[src/rtl/transient_generator_pkg.sv]
// Shared definitions for the single-wire state interface: FSM encoding,
// configuration field widths and line polarity constants.
package transient_gen_pkg;

   typedef enum logic [1:0] {
      ST_IDLE  = 2'd0,
      ST_PULSE = 2'd1,
      ST_GAP   = 2'd2
   } state_t;

   localparam int CFG_W = 4;
   localparam int PH_W  = 5;

   localparam logic POL_ACTIVE_LOW  = 1'b0;
   localparam logic POL_ACTIVE_HIGH = 1'b1;

endpackage

[src/rtl/transient_generator_tick_prescaler.sv]
// Free-running tick divider: o_tick is high on the last cycle of every
// PRESCALE-cycle period. i_clear restarts the period from zero.
module tick_prescaler #(
   parameter int PRESCALE = 100
) (
   input  logic i_clk,
   input  logic i_reset,
   input  logic i_clear,
   output logic o_tick
);

   localparam int CW = (PRESCALE > 1) ? $clog2(PRESCALE) : 1;
   localparam logic [CW-1:0] LAST = CW'(PRESCALE - 1);

   logic [CW-1:0] cnt;

   assign o_tick = (cnt == LAST);

   // Count 0..PRESCALE-1, wrapping on the tick or restarting on clear.
   always_ff @(posedge i_clk) begin
      if (i_reset || i_clear) begin
         cnt <= '0;
      end else if (cnt == LAST) begin
         cnt <= '0;
      end else begin
         cnt <= cnt + CW'(1);
      end
   end

endmodule

[src/rtl/transient_generator.sv]
// Burst generator for the state_monitor input line: N invalid-level pulses
// of W ticks, each followed by a valid-level gap of G ticks.
//
// state    | meaning
// ---------+-----------------------------------------------------------
// ST_IDLE  | line follows i_polarity, waiting for i_start
// ST_PULSE | line held at invalid level (~pol) for W ticks
// ST_GAP   | line held at valid level (pol) for G ticks, then next pulse
module transient_generator
   import transient_gen_pkg::*;
#(
   parameter int PRESCALE = 100
) (
   input  logic             i_clk,
   input  logic             i_reset,
   input  logic             i_start,
   input  logic             i_polarity,
   input  logic [CFG_W-1:0] i_count,
   input  logic [CFG_W-1:0] i_width,
   input  logic [CFG_W-1:0] i_gap,
   output logic             o_signal,
   output logic             o_busy,
   output logic             o_done
);

   state_t          state;
   logic            pol;
   logic [PH_W-1:0] w_last;
   logic [PH_W-1:0] g_last;
   logic [PH_W-1:0] rem;
   logic [PH_W-1:0] ph_cnt;
   logic            tick;
   logic            phase_end;
   logic            clear;

   // A phase ends on the tick that completes its final tick period.
   assign phase_end = tick && (((state == ST_PULSE) && (ph_cnt == w_last)) ||
                               ((state == ST_GAP)   && (ph_cnt == g_last)));

   // Realign the time base on burst start and every phase boundary.
   assign clear = ((state == ST_IDLE) && i_start) || phase_end;

   tick_prescaler #(
      .PRESCALE (PRESCALE)
   ) u_prescaler (
      .i_clk   (i_clk),
      .i_reset (i_reset),
      .i_clear (clear),
      .o_tick  (tick)
   );

   // Sequencer: latches config at start, walks pulse/gap phases.
   always_ff @(posedge i_clk) begin
      if (i_reset) begin
         state    <= ST_IDLE;
         pol      <= 1'b0;
         w_last   <= '0;
         g_last   <= '0;
         rem      <= '0;
         ph_cnt   <= '0;
         o_signal <= 1'b0;
         o_busy   <= 1'b0;
         o_done   <= 1'b0;
      end else begin
         case (state)
            ST_IDLE: begin
               o_done   <= 1'b0;
               o_signal <= i_polarity;
               if (i_start) begin
                  pol      <= i_polarity;
                  rem      <= PH_W'(i_count) + PH_W'(1);
                  w_last   <= PH_W'(i_width);
                  g_last   <= PH_W'(i_gap);
                  ph_cnt   <= '0;
                  o_signal <= ~i_polarity;
                  o_busy   <= 1'b1;
                  state    <= ST_PULSE;
               end
            end
            ST_PULSE: begin
               if (tick) begin
                  if (ph_cnt == w_last) begin
                     ph_cnt   <= '0;
                     o_signal <= pol;
                     state    <= ST_GAP;
                  end else begin
                     ph_cnt <= ph_cnt + PH_W'(1);
                  end
               end
            end
            ST_GAP: begin
               if (tick) begin
                  if (ph_cnt == g_last) begin
                     ph_cnt <= '0;
                     if (rem > PH_W'(1)) begin
                        rem      <= rem - PH_W'(1);
                        o_signal <= ~pol;
                        state    <= ST_PULSE;
                     end else begin
                        o_signal <= pol;
                        o_busy   <= 1'b0;
                        o_done   <= 1'b1;
                        state    <= ST_IDLE;
                     end
                  end else begin
                     ph_cnt <= ph_cnt + PH_W'(1);
                  end
               end
            end
            default: begin
               state <= ST_IDLE;
            end
         endcase
      end
   end

endmodule
[config.mk]
export PLATFORM = sky130hd
export DESIGN_NAME = transient_generator
export DESIGN_NICKNAME = d
export VERILOG_FILES = /design/src/rtl/transient_generator_pkg.sv /design/src/rtl/transient_generator_tick_prescaler.sv /design/src/rtl/transient_generator.sv
export SDC_FILE = /design/constraint.sdc
export NUM_CORES = 1
export LEC_CHECK = 0
export ABC_AREA = 1
export CORE_ASPECT_RATIO = 0.75
export CORE_MARGIN = 2
export CORE_UTILIZATION = 25
export DETAILED_ROUTE_END_ITERATION = 7
export HOLD_SLACK_MARGIN = 0.06
export PLACE_DENSITY_LB_ADDON = 0.3
export SLEW_MARGIN = 30
export SYNTH_ARGS = -nofsm -noshare
export SYNTH_HDL_FRONTEND = slang
export SYNTH_SLANG_ARGS = --single-unit
export TNS_END_PERCENT = 5
[constraint.sdc]
create_clock -name i_clk -period 1.8 [get_ports i_clk]
set_input_delay 0.18 -clock i_clk [delete_from_list [all_inputs] [get_ports i_clk]]
set_output_delay 0.18 -clock i_clk [all_outputs]
set_load 0.1 [all_outputs]
## Yosys cells after proc, flatten, opt, wreduce, memory -nomap -nowiden

Cells that the tools add are included.

- Add/sub/neg operators: 4
- Multipliers: 0
- Div/mod/pow operators: 0
- Order comparisons: 1
- Equality and inequality tests: 12
- Shift-type cells: 0
- Multiplexer cells: 34
- Bitwise operators: 2
- Reductions and logical operators: 18

Operators with widths:

| operator | count |
|---|---|
| $mux 5 | 9 |
| $reduce_and 5->1 | 4 |
| $pmux 5 s3 | 1 |
| $mux 1 | 14 |
| $eq 5x4->1 | 2 |
| $mux 2 | 5 |
| $pmux 5 s2 | 1 |
| $ne 2x2->1 const B | 4 |
| $reduce_and 4->1 | 2 |
| $add 7x1->7 const B | 1 |
| $eq 7x7->1 const B | 1 |
| $ne 2x1->1 const B | 3 |
| $pmux 2 s3 | 1 |
| $add 4x1->5 const B | 1 |
| $add 5x1->5 const B | 1 |
| $gt 5x1->1 const B | 1 |
| $sub 5x1->5 const B | 1 |
| $logic_and 1x1->1 | 4 |
| $pmux 1 s2 | 2 |
| $logic_or 1x1->1 | 3 |
| $pmux 1 s3 | 1 |
| $reduce_bool 3->1 | 1 |
| $eq 2x1->1 const B | 1 |
| $eq 2x2->1 const B | 1 |
| 5 further kinds | 6 |

- Register bits after elaboration: 31
- Latch bits: 0
- Bits in writable memories: 0
- Bits in read-only memories: 0
- Input port bits: 16
- Output and inout port bits: 3
- Memories kept: 0

## Logic depth before layout (Yosys ltp)

- Depth after elaboration: 7
- Gate-level depth with buffers: 11
- Mapped depth without buffers: 11

## By module

From an unflattened synthesis, not the netlist that was laid out.

- Cells, all modules: 284
- Area total of the unflattened synthesis: 1898.1 µm²

By module, submodules not included:

| module | instances | cells an instance | area an instance (µm²) |
|---|---|---|---|
| transient_generator | 1 | 233 | 1531.5 |
| tick_prescaler | 1 | 51 | 366.6 |

## Least setup slack after synthesis

OpenSTA, ideal clock, no wires.

- Path type: flip-flop to flip-flop
- Start point: reg state[0]
- End point: reg ph_cnt[2]
- Setup time: 0.116 ns
- Data arrival time: 1.305 ns
- Required time: 1.684 ns
- Setup slack: 0.379 ns
- Cell stages (with the launch flop): 10
- Buffers on the path: 0
- Path through: dfxtp_1 inv_1 ha_1 inv_1 nand2_1 nand2_2 nand2_2 nor2_1 xor2_1 nor2_1

- Cells in the longest elaborated chain, start to end: 3
- Elaborated cells between the ends (all ways): 9
- Classes of those cells: eq/ne (5); mux (1); reduce/logical (3)

Ends and longest elaborated chain:

| what | line | text |
|---|---|---|
| from (decl) | transient_generator.sv:26 | `state_t state;` |
| from (signal assigned) | transient_generator.sv:55 | `state <= ST_IDLE;` |
| from (signal assigned) | transient_generator.sv:77 | `state <= ST_PULSE;` |
| from (signal assigned) | transient_generator.sv:85 | `state <= ST_GAP;` |
| $eq 2x2->1 (tied with other cells) | transient_generator.sv:65 | `case (state)` |
| $ne 2x2->1 (no source line) / $reduce_bool 3->1 (equally long branches) | n/a |  |
| $reduce_and 4->1 (no source line) | n/a |  |
| to (signal assigned) | transient_generator.sv:87 | `ph_cnt <= ph_cnt + PH_W'(1);` |
| to (signal assigned) | transient_generator.sv:106 | `ph_cnt <= ph_cnt + PH_W'(1);` |
| to (decl) | transient_generator.sv:31 | `logic [PH_W-1:0] ph_cnt;` |

Several ways; a longest one is shown, not always the timed one.
A chain may end at the register's enable or synchronous reset.

## Worst setup path in the final report

- Start point: reg state[0]
- End point: reg ph_cnt[3]

Same word-level chain as after synthesis.

==> flow_metrics.env <==
export IMPL_r2r_slack_ps=180
export IMPL_clkSlewWorstSetupHoldPaths_ps=60
export IMPL_finalCritPeriodShare=0.900
export IMPL_port_buffers=18
export IMPL_die_area_mm2=0.00790
export IMPL_die_width_um=102
export IMPL_num_vias=1614
export IMPL_clkLatencyLatePin_ps=290
export IMPL_ys_top_cells_by_count="nand2_1, nor2_1, inv_1, dfxtp_1, nand3_1"
export IMPL_nNetsFinal=317
export IMPL_synth_warnings=0
export IMPL_start_util=0.261
export IMPL_drv_cap=0
export IMPL_grt_setup_unrepaired="no"
export IMPL_crit_path_end_kind="register"
export IMPL_wl_per_cell_um=9.70
export IMPL_switching_share=0.476
export IMPL_grt_overflow=0
export IMPL_worstMarginPinSlew_ps=337
export IMPL_dpl_hpwl_mm=2.96
export IMPL_die_y_um=77.5
export IMPL_drv_slew=0
export IMPL_cts_buffer_depth=2
export IMPL_p_leak_uw=0.000968
export IMPL_cts_buffers=5
export IMPL_synth_async_sr_flop_share=0
export IMPL_critPathArrivalTime_ps=1800
export IMPL_grt_max_degree=18
export IMPL_drc=0
export IMPL_finalHoldViolCount=0
export IMPL_htreeDepth=2
export IMPL_yosysMostFrequentCell="nand2_1"
export IMPL_grt_pass1_vias=1514
export IMPL_synth_seq_area_share=0.345
export IMPL_p_int_uw=1880
export IMPL_cts_sinks=31
export IMPL_slowest_delay_ps=360
export IMPL_finalSetupTns_ps=0
export IMPL_p_sw_uw=1710
export IMPL_irDropWorstVdd_mv=0.605
export IMPL_yosys_area_top_type="dfxtp_1"
export IMPL_drt_initial_drc_count=62
export IMPL_maxSlewHeadroom=0.775
export IMPL_synth_cell_types=26
export IMPL_via_per_inst=4.14
export IMPL_synth_avg_cell_area_um2=6.79
export IMPL_share_comb_of_total_power=0.569
export IMPL_cp_slowest_cell="dfxtp_1"
export IMPL_ant_nets=0
export IMPL_finClkSkew_ps=7.70
export IMPL_crit_chain="inv_1, ha_1, inv_1, nand2_1, nand2_2, nand2_2, nor2_1, xor2_1, nor2_1"
export IMPL_gp_congestion=0.822
export IMPL_required_ps=1980
export IMPL_synth_seq_cells=31
export IMPL_setup_viol=0
export IMPL_wl_mm=3.78
export IMPL_fp_row_count=26
export IMPL_grtUsageTotal=0.107
export IMPL_synth_cells=265
export IMPL_syn2layout_area_growth_pct=21.8
export IMPL_dr_pass1_iters=4
export IMPL_coreArea_mm2=0.00690
export IMPL_drive_gt1_frac=0.116
export IMPL_cp_max_fo=8
export IMPL_cts_tree="built"
export IMPL_final_area_mm2=0.00219
export IMPL_synth_nets=290
export IMPL_p_per_area_mw_per_mm2=1640
export IMPL_grt_antenna_before_repair=0
export IMPL_hold_path_class="reg -> reg"
export IMPL_synth_edf_count=0
export IMPL_ys_flop_type="dfxtp_1"
export IMPL_grt_pass1_wl_mm=6.70
export IMPL_pwr_share_clk=0.154
export IMPL_diodes=0
export IMPL_syn_cell_area_mm2=0.00180
export IMPL_netlist_area_leader_share=0.345
export IMPL_critPathLaunchType="register"
export IMPL_place_area_mm2=0.00210
export IMPL_finalCriticalPeriod_ps=1620
export IMPL_synth_area_top_cells="dfxtp_1, nand2_1, nor2_1"
export IMPL_seqPwrFrac=0.277
export IMPL_cts_root_buf="clkbuf_8"
export IMPL_status="finished clean"
export IMPL_worst_setup_path_type="reg -> reg"
export IMPL_ios=19
export IMPL_nFillCells=764
export IMPL_fmax_ghz=0.617
final timing paths:
path,cells after the start,endpoint,startpoint
setup reg to reg,9,ph_cnt[3],state[0]
hold reg to reg,1,u_prescaler.cnt[0],u_prescaler.cnt[0]
hold / removal,1,u_prescaler.cnt[0],u_prescaler.cnt[0]
setup / recovery,9,ph_cnt[3],state[0]
sequential cells by signal (all words and copies together), names as in the netlist, 2 cells and up:
name / flops
u_prescaler.cnt: 7
ph_cnt: 5
rem: 5
g_last: 4
w_last: 4
state: 2
cells in the final DEF (no fill, tap or decap), drive strengths merged, types with 4 or more instances in the layout:
cell and n:
clkbuf 6, nor2 40, nand2 63, buf 8, nand3 22, ha 9, o21ai 19, nor3 4
dfxtp 31, a21oi 16, inv 40, clkdlybuf4s50 15, nand4 6, xor2 6
cell families (layout without fill, tap and decap cells):
family                     Yosys count  in the layout  synth area share
and+or+nand+nor                    137            137             0.343
buffers and inverters               43             70             0.101
AOI/OAI and AO/OA                   37             37             0.110
DFF                                 31             31             0.345
adders and majority gates            9              9            0.0625
xor gates and xnor gates             8              8            0.0389
metal layers:
metal,routed length (um),GRT usage,up-vias
met2,1510,0.153,14
met4,65,0.0493,0
li1,-,-,898
met1,2060,0.148,694
met3,153,0.0315,8
met5,0,0,-
critical path: cells and delay by family (launching register included):
kind | cells | cell delay [ps]
DFF | 1 | 360
and+or+nand+nor | 5 | 490
adders and majority gates | 1 | 320
xor gates and xnor gates | 1 | 150
buffers and inverters | 2 | 210
through the flow:
stage               hold WS, ps   util  worst slack [ps]  power, uW  instances
finish                      454  0.318               180       3590        390
global route                477  0.318              25.4       3980        390
CTS                         455  0.317               191       3620        390
detailed placement          439  0.305               203       3040        383
global placement            434  0.305               241       3030        383
floorplan                   249      -               379       2620        265
power groups by stage:
stage | Clock (uW) | Combinational, uW | Sequential [uW]
6_report | 555 | 2050 | 994
5_1_grt | 610 | 2350 | 1020
4_1_cts | 584 | 2040 | 995
3_5_place_dp | 0 | 2030 | 1010
3_3_place_gp | 0 | 2020 | 1010
2_1_floorplan | 0 | 1450 | 1170
repair_timing:
item	CTS	global route
hold buffers	0	0
endpoints found under the setup margin	0	2
gates resized for setup	0	1
buffers inserted	0	0
final cells by class:
class                      count  area (um2)  area share
tap                           98         123      0.0559
multi-input combinational    191        1000       0.457
inverter                      40         150      0.0685
timing repair buffer          23         210      0.0959
sequential                    31         621       0.283
clock inverter                 1        5.00     0.00228
clock buffer                   6        82.6      0.0377
Power figures use the tool's default switching activity.
